`src/rtl/gtx_link_supervisor.sv`:
```
// gtx_link_supervisor
//   Brings up and recovers one GTX serial link. It pulses a request to the GTX
//   reset generator and waits for the generator's start indication. It then
//   qualifies PLL lock and RX alignment over a stable window. Timeouts and link
//   loss cause a bounded number of retries before the link is declared failed.
//
// Ports
//   clk          system clock
//   rst_in       synchronous active-high reset
//   force_reset  user re-initialise request, acts on its rising edge
//   gt_start     start indication from the GTX reset generator (clk domain)
//   pll_lock     GTX PLL lock (asynchronous, 2-flop synchronised here)
//   rx_aligned   RX alignment (asynchronous, 2-flop synchronised here)
//   rst_request  registered request to the GTX reset generator
//   link_up      link qualified and up
//   link_fail    retries exhausted; held until force_reset edge or rst_in
//   retry_cnt    retries since the last UP or force_reset
//   state        FSM state: IDLE=0 REQ=1 WAIT_START=2 WAIT_LINK=3 UP=4 FAIL=5
module gtx_link_supervisor #(
  parameter int unsigned REQ_CYCLES    = 16,
  parameter int unsigned START_TIMEOUT = 200000000,
  parameter int unsigned LINK_TIMEOUT  = 10000000,
  parameter int unsigned STABLE_CYCLES = 1024,
  parameter int unsigned MAX_RETRIES   = 7
) (
  input  logic       clk,
  input  logic       rst_in,
  input  logic       force_reset,
  input  logic       gt_start,
  input  logic       pll_lock,
  input  logic       rx_aligned,
  output logic       rst_request,
  output logic       link_up,
  output logic       link_fail,
  output logic [3:0] retry_cnt,
  output logic [2:0] state
);

  typedef enum logic [2:0] {
    IDLE       = 3'd0,
    REQ        = 3'd1,
    WAIT_START = 3'd2,
    WAIT_LINK  = 3'd3,
    UP         = 3'd4,
    FAIL       = 3'd5
  } state_t;

  state_t      state_q, state_d;
  logic [31:0] timer_q, timer_d;
  logic [31:0] stable_q, stable_d;
  logic [3:0]  retry_q, retry_d;
  logic        rst_request_q, link_up_q, link_fail_q;
  logic        force_prev_q, force_edge_q;
  logic        do_retry;
  logic        link_ok;

  // Two-flop synchronisers for the asynchronous status inputs.
  // Bit 0 is pll_lock and bit 1 is rx_aligned.
  logic [1:0] async_in;
  logic [1:0] meta_q;
  logic [1:0] sync_q;
  assign async_in = {rx_aligned, pll_lock};

  for (genvar gi = 0; gi < 2; gi++) begin : g_sync
    always_ff @(posedge clk) begin
      if (rst_in) begin
        meta_q[gi] <= 1'b0;
        sync_q[gi] <= 1'b0;
      end else begin
        meta_q[gi] <= async_in[gi];
        sync_q[gi] <= meta_q[gi];
      end
    end
  end

  assign link_ok = sync_q[0] & sync_q[1];

  always_comb begin
    state_d  = state_q;
    retry_d  = retry_q;
    do_retry = 1'b0;

    case (state_q)
      IDLE:       state_d = REQ;
      REQ:        if (timer_q == 32'(REQ_CYCLES - 1)) state_d = WAIT_START;
      WAIT_START: begin
        // A start indication on the timeout cycle still counts as success.
        if (gt_start)                                 state_d  = WAIT_LINK;
        else if (timer_q == 32'(START_TIMEOUT - 1))   do_retry = 1'b1;
      end
      WAIT_LINK: begin
        // gt_start was high on entry, so a low level here means it fell.
        // The stable counter reaches STABLE_CYCLES on the edge that moves to UP.
        if (!gt_start)                                do_retry = 1'b1;
        else if (link_ok && stable_q == 32'(STABLE_CYCLES - 1)) state_d = UP;
        else if (timer_q == 32'(LINK_TIMEOUT - 1))    do_retry = 1'b1;
      end
      UP:         if (!link_ok || !gt_start) do_retry = 1'b1;
      FAIL:       state_d = FAIL;
      default:    state_d = IDLE;
    endcase

    // The FAIL check uses equality, so retry_cnt cannot pass MAX_RETRIES.
    if (do_retry) begin
      if (retry_q == 4'(MAX_RETRIES)) begin
        state_d = FAIL;
      end else begin
        retry_d = retry_q + 4'd1;
        state_d = REQ;
      end
    end

    if (state_q != UP && state_d == UP) retry_d = 4'd0;

    // A force edge overrides everything except rst_in. It restarts REQ from
    // zero even if the FSM is already in REQ.
    if (force_edge_q) begin
      state_d = REQ;
      retry_d = 4'd0;
    end

    // The timer clears on every state entry, including a forced REQ re-entry.
    if (force_edge_q || state_d != state_q)
      timer_d = 32'd0;
    else if (state_q == REQ || state_q == WAIT_START || state_q == WAIT_LINK)
      timer_d = timer_q + 32'd1;
    else
      timer_d = 32'd0;

    stable_d = (state_q == WAIT_LINK && link_ok) ? stable_q + 32'd1 : 32'd0;
  end

  always_ff @(posedge clk) begin
    if (rst_in) begin
      state_q       <= IDLE;
      timer_q       <= 32'd0;
      stable_q      <= 32'd0;
      retry_q       <= 4'd0;
      rst_request_q <= 1'b0;
      link_up_q     <= 1'b0;
      link_fail_q   <= 1'b0;
      force_prev_q  <= 1'b0;
      force_edge_q  <= 1'b0;
    end else begin
      state_q       <= state_d;
      timer_q       <= timer_d;
      stable_q      <= stable_d;
      retry_q       <= retry_d;
      // Outputs are decoded from the next state, so they change on the same
      // edge as the state.
      rst_request_q <= (state_d == REQ);
      link_up_q     <= (state_d == UP);
      link_fail_q   <= (state_d == FAIL);
      force_prev_q  <= force_reset;
      force_edge_q  <= force_reset & ~force_prev_q;
    end
  end

  assign rst_request = rst_request_q;
  assign link_up     = link_up_q;
  assign link_fail   = link_fail_q;
  assign retry_cnt   = retry_q;
  assign state       = state_q;

endmodule

```
`config.mk`:
```
export PLATFORM = sky130hd
export DESIGN_NAME = gtx_link_supervisor
export DESIGN_NICKNAME = d
export VERILOG_FILES = /design/src/rtl/gtx_link_supervisor.sv
export SDC_FILE = /design/constraint.sdc
export NUM_CORES = 1
export LEC_CHECK = 0
export ABC_AREA = 0
export BUFFER_PORTS_ARGS = -buffer_cell sky130_fd_sc_hd__buf_4
export CAP_MARGIN = 20
export CORE_ASPECT_RATIO = 1.75
export CORE_UTILIZATION = 45
export DETAILED_ROUTE_END_ITERATION = 7
export PLACE_DENSITY_LB_ADDON = 0.1
export SETUP_SLACK_MARGIN = 0.5
export SYNTH_ARGS = -nofsm -noshare
export SYNTH_HDL_FRONTEND = slang
export SYNTH_SLANG_ARGS = --single-unit
```
`constraint.sdc`:
```
create_clock -name clk -period 5.5 [get_ports clk]
set_clock_uncertainty 0.1 [all_clocks]
set_input_delay 1.1 -clock clk [delete_from_list [all_inputs] [get_ports clk]]
set_output_delay 1.1 -clock clk [all_outputs]
set_load 0.01 [all_outputs]
```
==> results of run 1 <==
## registers in the layout (all words and copies together), names as in the netlist, 2 cells and up
signal	flops
stable_q	32
timer_q	32
retry_cnt	4
state	3
meta_q	2
sync_q	2
## power groups by stage
stage	clock network (W)	registers, W	logic, W
floorplan	0	0.000598	0.00000962
global placement	0	0.000598	0.0000174
detailed placement	0	0.000598	0.0000178
CTS	0.000608	0.000586	0.0000178
global route	0.000635	0.000586	0.0000195
finish	0.000592	0.000586	0.0000176
## stage by stage
| stage | worst slack [ns] | utilization (%) | hold slack (ns) | cell area, µm² |
|---|---|---|---|---|
| finish | 2.501 | 53.14 | 0.2839 | 4232 |
| global placement | 2.322 | 49.37 | 0.2716 | 3931 |
| global route | 2.255 | 53.14 | 0.3119 | 4232 |
| CTS | 2.489 | 53.14 | 0.2857 | 4232 |
| floorplan | 2.663 | - | 0.2674 | 3737 |
| detailed placement | 2.274 | 49.37 | 0.2780 | 3931 |
## cell type report
class	instances	area share [%]
timing repair buffer	20	3.548
clock buffer	13	6.150
sequential	80	37.85
tap	90	2.661
multi-input combinational	323	48.14
clock inverter	3	0.9462
inverter	8	0.7096
## worst max-delay path, cell delays in order (launching register included)
cell and delay (ns):
dfxtp_1 0.39, ha_1 0.21, nand3_1 0.21, or3_1 0.43
or4_1 0.56, o21ai_1 0.27, nor3b_4 0.22, buf_4 0.35
nor4_1 0.13
## per-layer routing
metal	track usage, %	up-vias
li1	-	1588
met1	21.69	1477
met2	41.95	37
met3	3.530	13
met4	10.88	0
met5	0	-
## worst max-delay path by stage
stage                     slack (ns)  cells past startpoint   startpoint          end
after global placement          2.32                      8     gt_start  timer_q[13]
after floorplan                 2.66                      7     gt_start  timer_q[20]
after detailed placement        2.27                      8     gt_start   timer_q[3]
after CTS                       2.49                      8  stable_q[0]  timer_q[18]
final                           2.50                      8  stable_q[0]  timer_q[18]
after global routing            2.25                      8  stable_q[0]  timer_q[23]
## synth_stat cells, drive strengths merged, types with 2 or more instances
master / n / area share, %
a21oi: 11 / 1.5
a221oi: 2 / 0.47
and2: 3 / 0.50
and3: 15 / 2.5
and4: 9 / 2.1
buf: 6 / 1.3
clkbuf: 7 / 0.70
dfxtp: 80 / 43
ha: 3 / 1.0
inv: 8 / 0.80
nand2: 25 / 2.5
nand3: 28 / 3.7
nand4: 15 / 2.5
nor2: 48 / 4.8
nor2b: 8 / 1.3
nor3: 12 / 1.6
nor3b: 2 / 0.70
nor4: 46 / 7.9
nor4b: 4 / 0.94
o21a: 2 / 0.40
o21ai: 8 / 1.1
o21bai: 2 / 0.40
o31a: 2 / 0.47
o41ai: 3 / 0.90
or2: 2 / 0.33
or3: 6 / 1.0
or4: 3 / 0.70
xnor2: 33 / 7.7
xor2: 24 / 5.6
## cell families (layout without fill, tap and decap cells)
logic type	after synthesis	count (layout)
xor+xnor	57	57
compound gates	33	33
flops	80	80
simple gates	230	230
fa+ha+maj	3	3
buf+inv	21	44
==> flow_metrics.py, run 1 <==
metrics = {
    "sta": {
        "maxSlewViolCount": 0,
        "final.setup.tns_ns": 0,
        "setup_viol": 0,
        "fin_crit_sh_pct": 54.53,
        "clock.fmax_mhz": 333.4,
        "worstMarginPinSlew_ns": 1.057,
        "rsz0062_at_grt": "false",
        "fin_crit_ns": 2.999,
        "finalHoldViolCount": 0,
        "relSlewSlack_pct": 28.87,
    },
    "hold_path": {
        "hold_start": "force_prev_q",
        "holdCritPathClass": "flip-flop to flip-flop",
        "worstHoldPathCells": 1,
        "whs_endpoint": "force_edge_q",
    },
    "grt": {
        "grt_max_degree": 33,
        "grt_pass1_vias": 3115,
        "antenna_found_initial": 0,
        "grt-ovfl-total": 0,
        "grt_usage_pct": 21.59,
        "grt_pass1_wl_mm": 14.56,
    },
    "logic_synthesis": {
        "post_synth.cell_area_avg_um2": 8.814,
        "synth_cells": 424,
        "ys_async_sr_fraction_pct": 0,
        "ys_seq_elements": 80,
        "synth_compound_area_share_pct": 5.926,
        "synth_edf_count": 0,
        "synth_nets": 433,
        "synth_mux_area_share_pct": 0,
        "seq_area_frac_synth_pct": 42.85,
        "synth_adder_area_share_pct": 1.004,
        "synth_top_family_by_area": "simple AND/OR/NAND/NOR gates",
        "synth_warnings": 0,
        "synth_cell_types": 42,
        "synth-simple-area-share_pct": 34.05,
        "ys.flop_type": "dfxtp_1",
        "synth_xor_area_share_pct": 13.36,
        "synth_area_um2": 3737,
    },
    "clock_tree": {
        "clockBufferDepth": 2,
        "post_cts_buffers": 0,
        "numClockSinks": 80,
        "clkLatencyLatePin_ns": 0.34,
        "cts_buffers": 9,
        "cts_tree": "done",
        "clk_pin_slew_worst_paths_ns": 0.05,
        "cts_resized": 0,
        "hold_buffers": 0,
        "cts_root_buf": "clkbuf_16",
        "h-tree-depth": 3,
    },
    "pwr": {
        "ir_drop_mv": 0.2069,
        "p_switching_w": 0.0002303,
        "leakagePower_nw": 1.387,
        "powerDensity_nw_per_um2": 282.5,
        "seqPwrFrac_pct": 49.0,
        "switching_share_pct": 19.26,
        "internal-power_w": 0.0009651,
        "p_total_w": 0.001195,
        "p_comb_share_pct": 1.5,
        "p_clk_share_pct": 49.5,
    },
    "route": {
        "post-route-drc-count": 2,
        "routed.top_layer": "met4",
        "wl_met3_um": 155,
        "ant_nets": 0,
        "wl_per_cell_um": 15.89,
        "wl_met2_mm": 4.816,
        "vias": 3115,
        "wl_mm": 8.531,
        "vias_per_cell": 5.801,
        "met1_length_mm": 3.344,
        "dr.pass1.iters": 6,
        "drt_iter0_drc": 165,
    },
    "finish": {
        "nNetsFinal": 451,
        "area_growth_pct": 13.22,
        "multi_input_area_um2": 2037,
        "fillers": 772,
        "drive_above_1_share_pct": 9.396,
        "final_cell_mix": "dfxtp_1, nor2_1, nor4_1",
        "num_antenna_cells": 0,
        "regArea_um2": 1602,
        "instances_no_fill": 537,
        "layout_commonest_cell": "dfxtp_1",
    },
    "critical_path": {
        "reg2reg_from": "stable_q[0]",
        "reg2reg_depth": 8,
        "critPathCaptureType": "flip-flop",
        "start_kind": "flip-flop",
        "worstPathArrival_ns": 3.10,
        "cp_max_fo": 32,
        "reg2reg_slack_ns": 2.50,
        "criticalPathCategory": "flip-flop to flip-flop",
        "required_ns": 5.60,
        "rr_endpoint": "timer_q[18]",
    },
    "floorplanning": {
        "core_area_um2": 7963,
        "die_y_um": 122.6,
        "num_rows": 43,
        "initial_core_util_pct": 46.94,
        "die_w_um": 70.89,
        "die_area_um2": 8688,
        "io_pins": 16,
    },
    "placement": {
        "dp_hpwl_mm": 6.183,
        "gp_congestion": 0.8367,
        "numPortBuffers": 15,
        "dp.cells": 521,
    },
    "run_status": {
        "status": "finished with violations",
        "violations": "DRC",
    },
    "job": {
        "maxCapViolations": 0,
    },
}
No activity file was read; power rests on OpenSTA's default activity.
==> inputs of run 2 (changes only) <==
- clock period: 5.5 -> 2.45 ns (I/O delays scaled with it)
==> flow_metrics.py, run 2 (synthesis results as in run 1) <==
metrics = {
    "grt": {
        "grt-ovfl-total": 0,
        "grt_pass1_wl_mm": 16.75,
        "antenna_found_initial": 0,
        "grt_max_degree": 33,
        "grt_usage_pct": 24.89,
        "grt_pass1_vias": 3652,
    },
    "finish": {
        "post-route-util_pct": 67.55,
        "num_antenna_cells": 0,
        "nNetsFinal": 532,
        "drive_above_1_share_pct": 35.67,
        "layout_commonest_cell": "buf_4",
        "fillers": 639,
        "final_cell_mix": "buf_4, dfxtp_1, nor2_1",
        "area_growth_pct": 43.92,
    },
    "route": {
        "wl_mm": 10.33,
        "dr.pass1.iters": 6,
        "wl_per_cell_um": 16.74,
        "vias_per_cell": 5.804,
        "drt_iter0_drc": 226,
        "ant_nets": 0,
        "post-route-drc-count": 0,
        "vias": 3581,
    },
    "clock_tree": {
        "clockBufferDepth": 2,
        "clk_pin_slew_worst_paths_ns": 0.06,
        "hold_buffers": 0,
        "cts_tree": "done",
        "h-tree-depth": 3,
        "cts_root_buf": "clkbuf_16",
        "cts_buffers": 9,
        "numClockSinks": 80,
        "clkLatencyLatePin_ns": 0.34,
    },
    "placement": {
        "numPortBuffers": 15,
        "dp_hpwl_mm": 6.983,
        "gp_congestion": 0.8465,
    },
    "sta": {
        "rsz0062_at_grt": "true",
        "setup_viol": 32,
        "fin_crit_sh_pct": 102.8,
        "clock.fmax_mhz": 396.9,
        "relSlewSlack_pct": 69.81,
        "fin_crit_ns": 2.520,
        "whs_ns": 0.2635,
        "layout_setup_ws_ns": -0.06968,
        "worstMarginPinSlew_ns": 0.4487,
        "maxSlewViolCount": 0,
        "finalHoldViolCount": 0,
    },
    "floorplanning": {
        "die_y_um": 122.6,
        "initial_core_util_pct": 46.94,
        "num_rows": 43,
        "core_area_um2": 7963,
        "die_w_um": 70.89,
        "die_area_um2": 8688,
        "io_pins": 16,
    },
    "run_status": {
        "status": "finished with violations",
        "violations": "setup timing",
    },
    "pwr": {
        "leakagePower_nw": 1.925,
        "powerDensity_nw_per_um2": 534.7,
        "ir_drop_mv": 0.6052,
    },
    "critical_path": {
        "criticalPathCategory": "flip-flop to flip-flop",
        "cp_max_fo": 32,
        "reg2reg_slack_ns": -0.07,
        "critPathCaptureType": "flip-flop",
        "path_delay_family": "simple AND/OR/NAND/NOR gates",
        "cp_slowest_cell": "or4_4",
        "reg2reg_depth": 7,
        "crit_cells": 7,
        "cp_slowest_stage_delay_ns": 0.55,
        "start_kind": "flip-flop",
        "worstPathArrival_ns": 2.64,
        "required_ns": 2.57,
        "critPathBufInv": 1,
        "crit_path_cell_trace": "nor4_4 > nand2_1 > or4_4 > a2111o_1 > nor3b_4 > buf_12 > nor4_1",
    },
    "hold_path": {
        "worstHoldPathCells": 2,
        "holdCritPathClass": "input pin to flip-flop",
    },
    "job": {
        "maxCapViolations": 0,
    },
}
==> run 2: cell count changes in the layout (fill, tap and decap cells not counted), moves of 6 or more <==
cell / change
buf_4: +68
nor4_2: +12
buf_6: +9
dfxtp_1: -15
dfxtp_2: +13
a21oi_2: +6
nor4_1: -16
a21oi_1: -6
==> run 2: per-layer routing <==
layer | track usage, % | wire, µm
met5 | 0 | 0
met1 | 23.65 | 3685
met4 | 16.25 | 519
met3 | 3.284 | 260
met2 | 48.74 | 5860
==> run 2: metrics by stage <==
| step | std cells | TNS [ns] | setup WS [ns] | instance area (µm²) | power [W] |
|---|---|---|---|---|---|
| floorplan | 424 | 0 | 0.08384 | 3857 | 0.001367 |
| finish | 617 | -1.380 | -0.06968 | 5379 | 0.002876 |
| detailed placement | 590 | -3.612 | -0.2033 | 4586 | 0.001392 |
| global placement | 590 | -3.082 | -0.2340 | 4586 | 0.001391 |
| CTS | 611 | -0.7075 | -0.03759 | 5135 | 0.002898 |
| global route | 617 | -2.857 | -0.1056 | 5379 | 0.002968 |
==> run 2: final timing paths <==
path	to	startpoint
worst max-delay path	timer_q[11]	timer_q[23]
worst max register to register	timer_q[11]	timer_q[23]
worst min-delay path	meta_q[1]	rx_aligned
worst min register to register	force_edge_q	force_prev_q
==> run 2: timing repair <==
action,in CTS,in global routing
endpoints found under the setup margin,43,50
pin swaps,8,14
buffers inserted,6,4
gates resized for setup,32,38
gates cloned,0,2
==> run 2: area by class of cell <==
type                    instances  area [µm²]  share of cell area (%)
multi-input cells             323        2424                   45.06
clock inverters                 2       60.06                   1.117
flip-flops and latches         80        1625                   30.22
well taps                      90       112.6                   2.094
inverters                       8       30.03                  0.5583
clock buffers                  13       280.3                   5.211
repair buffers                101       847.1                   15.75
==> run 2: power breakdown <==
part            total, W  switching, W  internal (W)
logic          0.0000659     0.0000359     0.0000300
clock network    0.00150      0.000500      0.000997
registers        0.00131    0.00000587       0.00131
total            0.00288      0.000541       0.00233
==> run 2: worst reg2reg max path: cells and delay by family, from the launching register on <==
kind | cells | cell delay, ns
and+or+nand+nor | 5 | 1.32
AOI/OAI and AO/OA | 1 | 0.43
buffers and inverters | 1 | 0.23
DFF | 1 | 0.34
==> inputs of run 3 (changes only) <==
- CORE_ASPECT_RATIO: 1.75 -> 0.9
- CORE_MARGIN: unset -> 2
==> flow_metrics.py, run 3 (synthesis results as in run 1) <==
metrics = {
    "run_status": {
        "status": "finished with violations",
        "violations": "setup timing",
    },
    "route": {
        "ant_nets": 0,
        "vias": 3509,
        "vias_per_cell": 5.552,
        "post-route-drc-count": 0,
        "dr.pass1.iters": 5,
        "wl_per_cell_um": 15.63,
        "wl_mm": 9.877,
        "drt_iter0_drc": 191,
    },
    "placement": {
        "gp_congestion": 0.8808,
        "numPortBuffers": 15,
        "place_ws_ns": -0.2919,
        "dp.cells": 595,
        "dp_hpwl_mm": 6.116,
    },
    "clock_tree": {
        "clk_pin_slew_worst_paths_ns": 0.09,
        "cts_root_buf": "clkbuf_8",
        "h-tree-depth": 3,
        "numClockSinks": 80,
        "clockBufferDepth": 2,
        "clkLatencyLatePin_ns": 0.35,
        "hold_buffers": 0,
        "cts_tree": "done",
        "cts_buffers": 9,
    },
    "sta": {
        "relSlewSlack_pct": 69.76,
        "fin_crit_sh_pct": 104.6,
        "worstMarginPinSlew_ns": 0.4494,
        "rsz0062_at_grt": "true",
        "whs_ns": 0.2561,
        "finalHoldViolCount": 0,
        "layout_setup_ws_ns": -0.1118,
        "fin_crit_ns": 2.562,
        "setup_viol": 34,
        "clock.fmax_mhz": 390.3,
        "maxSlewViolCount": 0,
        "final.setup.tns_ns": -3.166,
    },
    "floorplanning": {
        "die_y_um": 90.46,
        "core_area_um2": 8068,
        "die_area_um2": 9051,
        "die_w_um": 100.1,
        "initial_core_util_pct": 46.32,
        "num_rows": 31,
        "io_pins": 16,
    },
    "hold_path": {
        "holdCritPathClass": "input pin to flip-flop",
    },
    "critical_path": {
        "critPathCaptureType": "flip-flop",
        "required_ns": 2.59,
        "worstPathArrival_ns": 2.70,
        "criticalPathCategory": "flip-flop to flip-flop",
        "cp_max_fo": 8,
        "start_kind": "flip-flop",
    },
    "job": {
        "maxCapViolations": 0,
    },
    "grt": {
        "grt_usage_pct": 21.94,
        "antenna_found_initial": 0,
        "grt_max_degree": 33,
        "grt_pass1_wl_mm": 15.98,
        "grt_pass1_vias": 3309,
        "grt-ovfl-total": 0,
    },
    "finish": {
        "regArea_um2": 1619,
        "multi_input_area_um2": 2400,
        "final_cell_mix": "buf_4, dfxtp_1, nor2_1",
        "drive_above_1_share_pct": 35.65,
        "layout_commonest_cell": "buf_4",
        "fillers": 660,
        "post-route-util_pct": 66.13,
        "area_growth_pct": 42.75,
        "num_antenna_cells": 0,
        "instances_no_fill": 632,
        "nNetsFinal": 538,
    },
    "pwr": {
        "ir_drop_mv": 0.3232,
        "powerDensity_nw_per_um2": 473.2,
        "leakagePower_nw": 1.916,
    },
}
==> run 3: critical path, cell delays in order, from the launching register on <==
cell and delay, ns:
dfxtp_2 0.34, nor4_2 0.28, buf_4 0.16, nand4_1 0.10, or4_4 0.45, a2111o_1 0.43, nor3b_4 0.20, buf_6 0.17
clkbuf_16 0.16, nor4_1 0.05
==> run 3: routing by layer <==
metal | vias to the layer above | global-route usage [%] | share of wire, %
met3 | 15 | 6.115 | 3.8
met5 | - | 0 | 0
met4 | 0 | 4.795 | 1.3
met1 | 1666 | 31.40 | 49
li1 | 1756 | - | -
met2 | 72 | 33.00 | 46
==> run 3: final cells by class <==
type	instances	area share, %
tap	99	2.322
inverter	8	0.5629
sequential	80	30.35
clock inverter	6	2.040
timing repair buffer	107	17.42
multi-input combinational	323	44.98
clock buffer	9	2.322
==> run 3: where the power goes <==
group          total (W)  internal [W]  switching [W]  leakage [nW]
logic          0.0000581     0.0000247      0.0000334          1.14
clock network    0.00115      0.000670       0.000484         0.119
registers        0.00131       0.00131     0.00000550         0.653
total            0.00252       0.00200       0.000523          1.92
==> run 3: final timing paths <==
| check | to | cells past startpoint | start | slack, ns |
|---|---|---|---|---|
| setup / recovery | timer_q[24] | 9 | timer_q[29] | -0.11 |
| hold / removal | meta_q[1] | 2 | rx_aligned | 0.26 |
| hold reg to reg | force_edge_q | 1 | force_prev_q | 0.30 |
| setup reg to reg | timer_q[24] | 9 | timer_q[29] | -0.11 |
==> run 3: repair_timing <==
item,in CTS,in global routing
gates cloned,1,3
resized for setup,28,36
setup endpoints to repair,47,55
hold endpoints to repair,0,0
buffers inserted,14,4
pin swaps,15,12
==> run 3: metrics by stage <==
stage | power (W) | instance area [µm²]
after floorplan | 0.001367 | 3857
after global placement | 0.001393 | 4567
after detailed placement | 0.001393 | 4567
after CTS | 0.002540 | 5061
after global routing | 0.002609 | 5335
final | 0.002525 | 5335
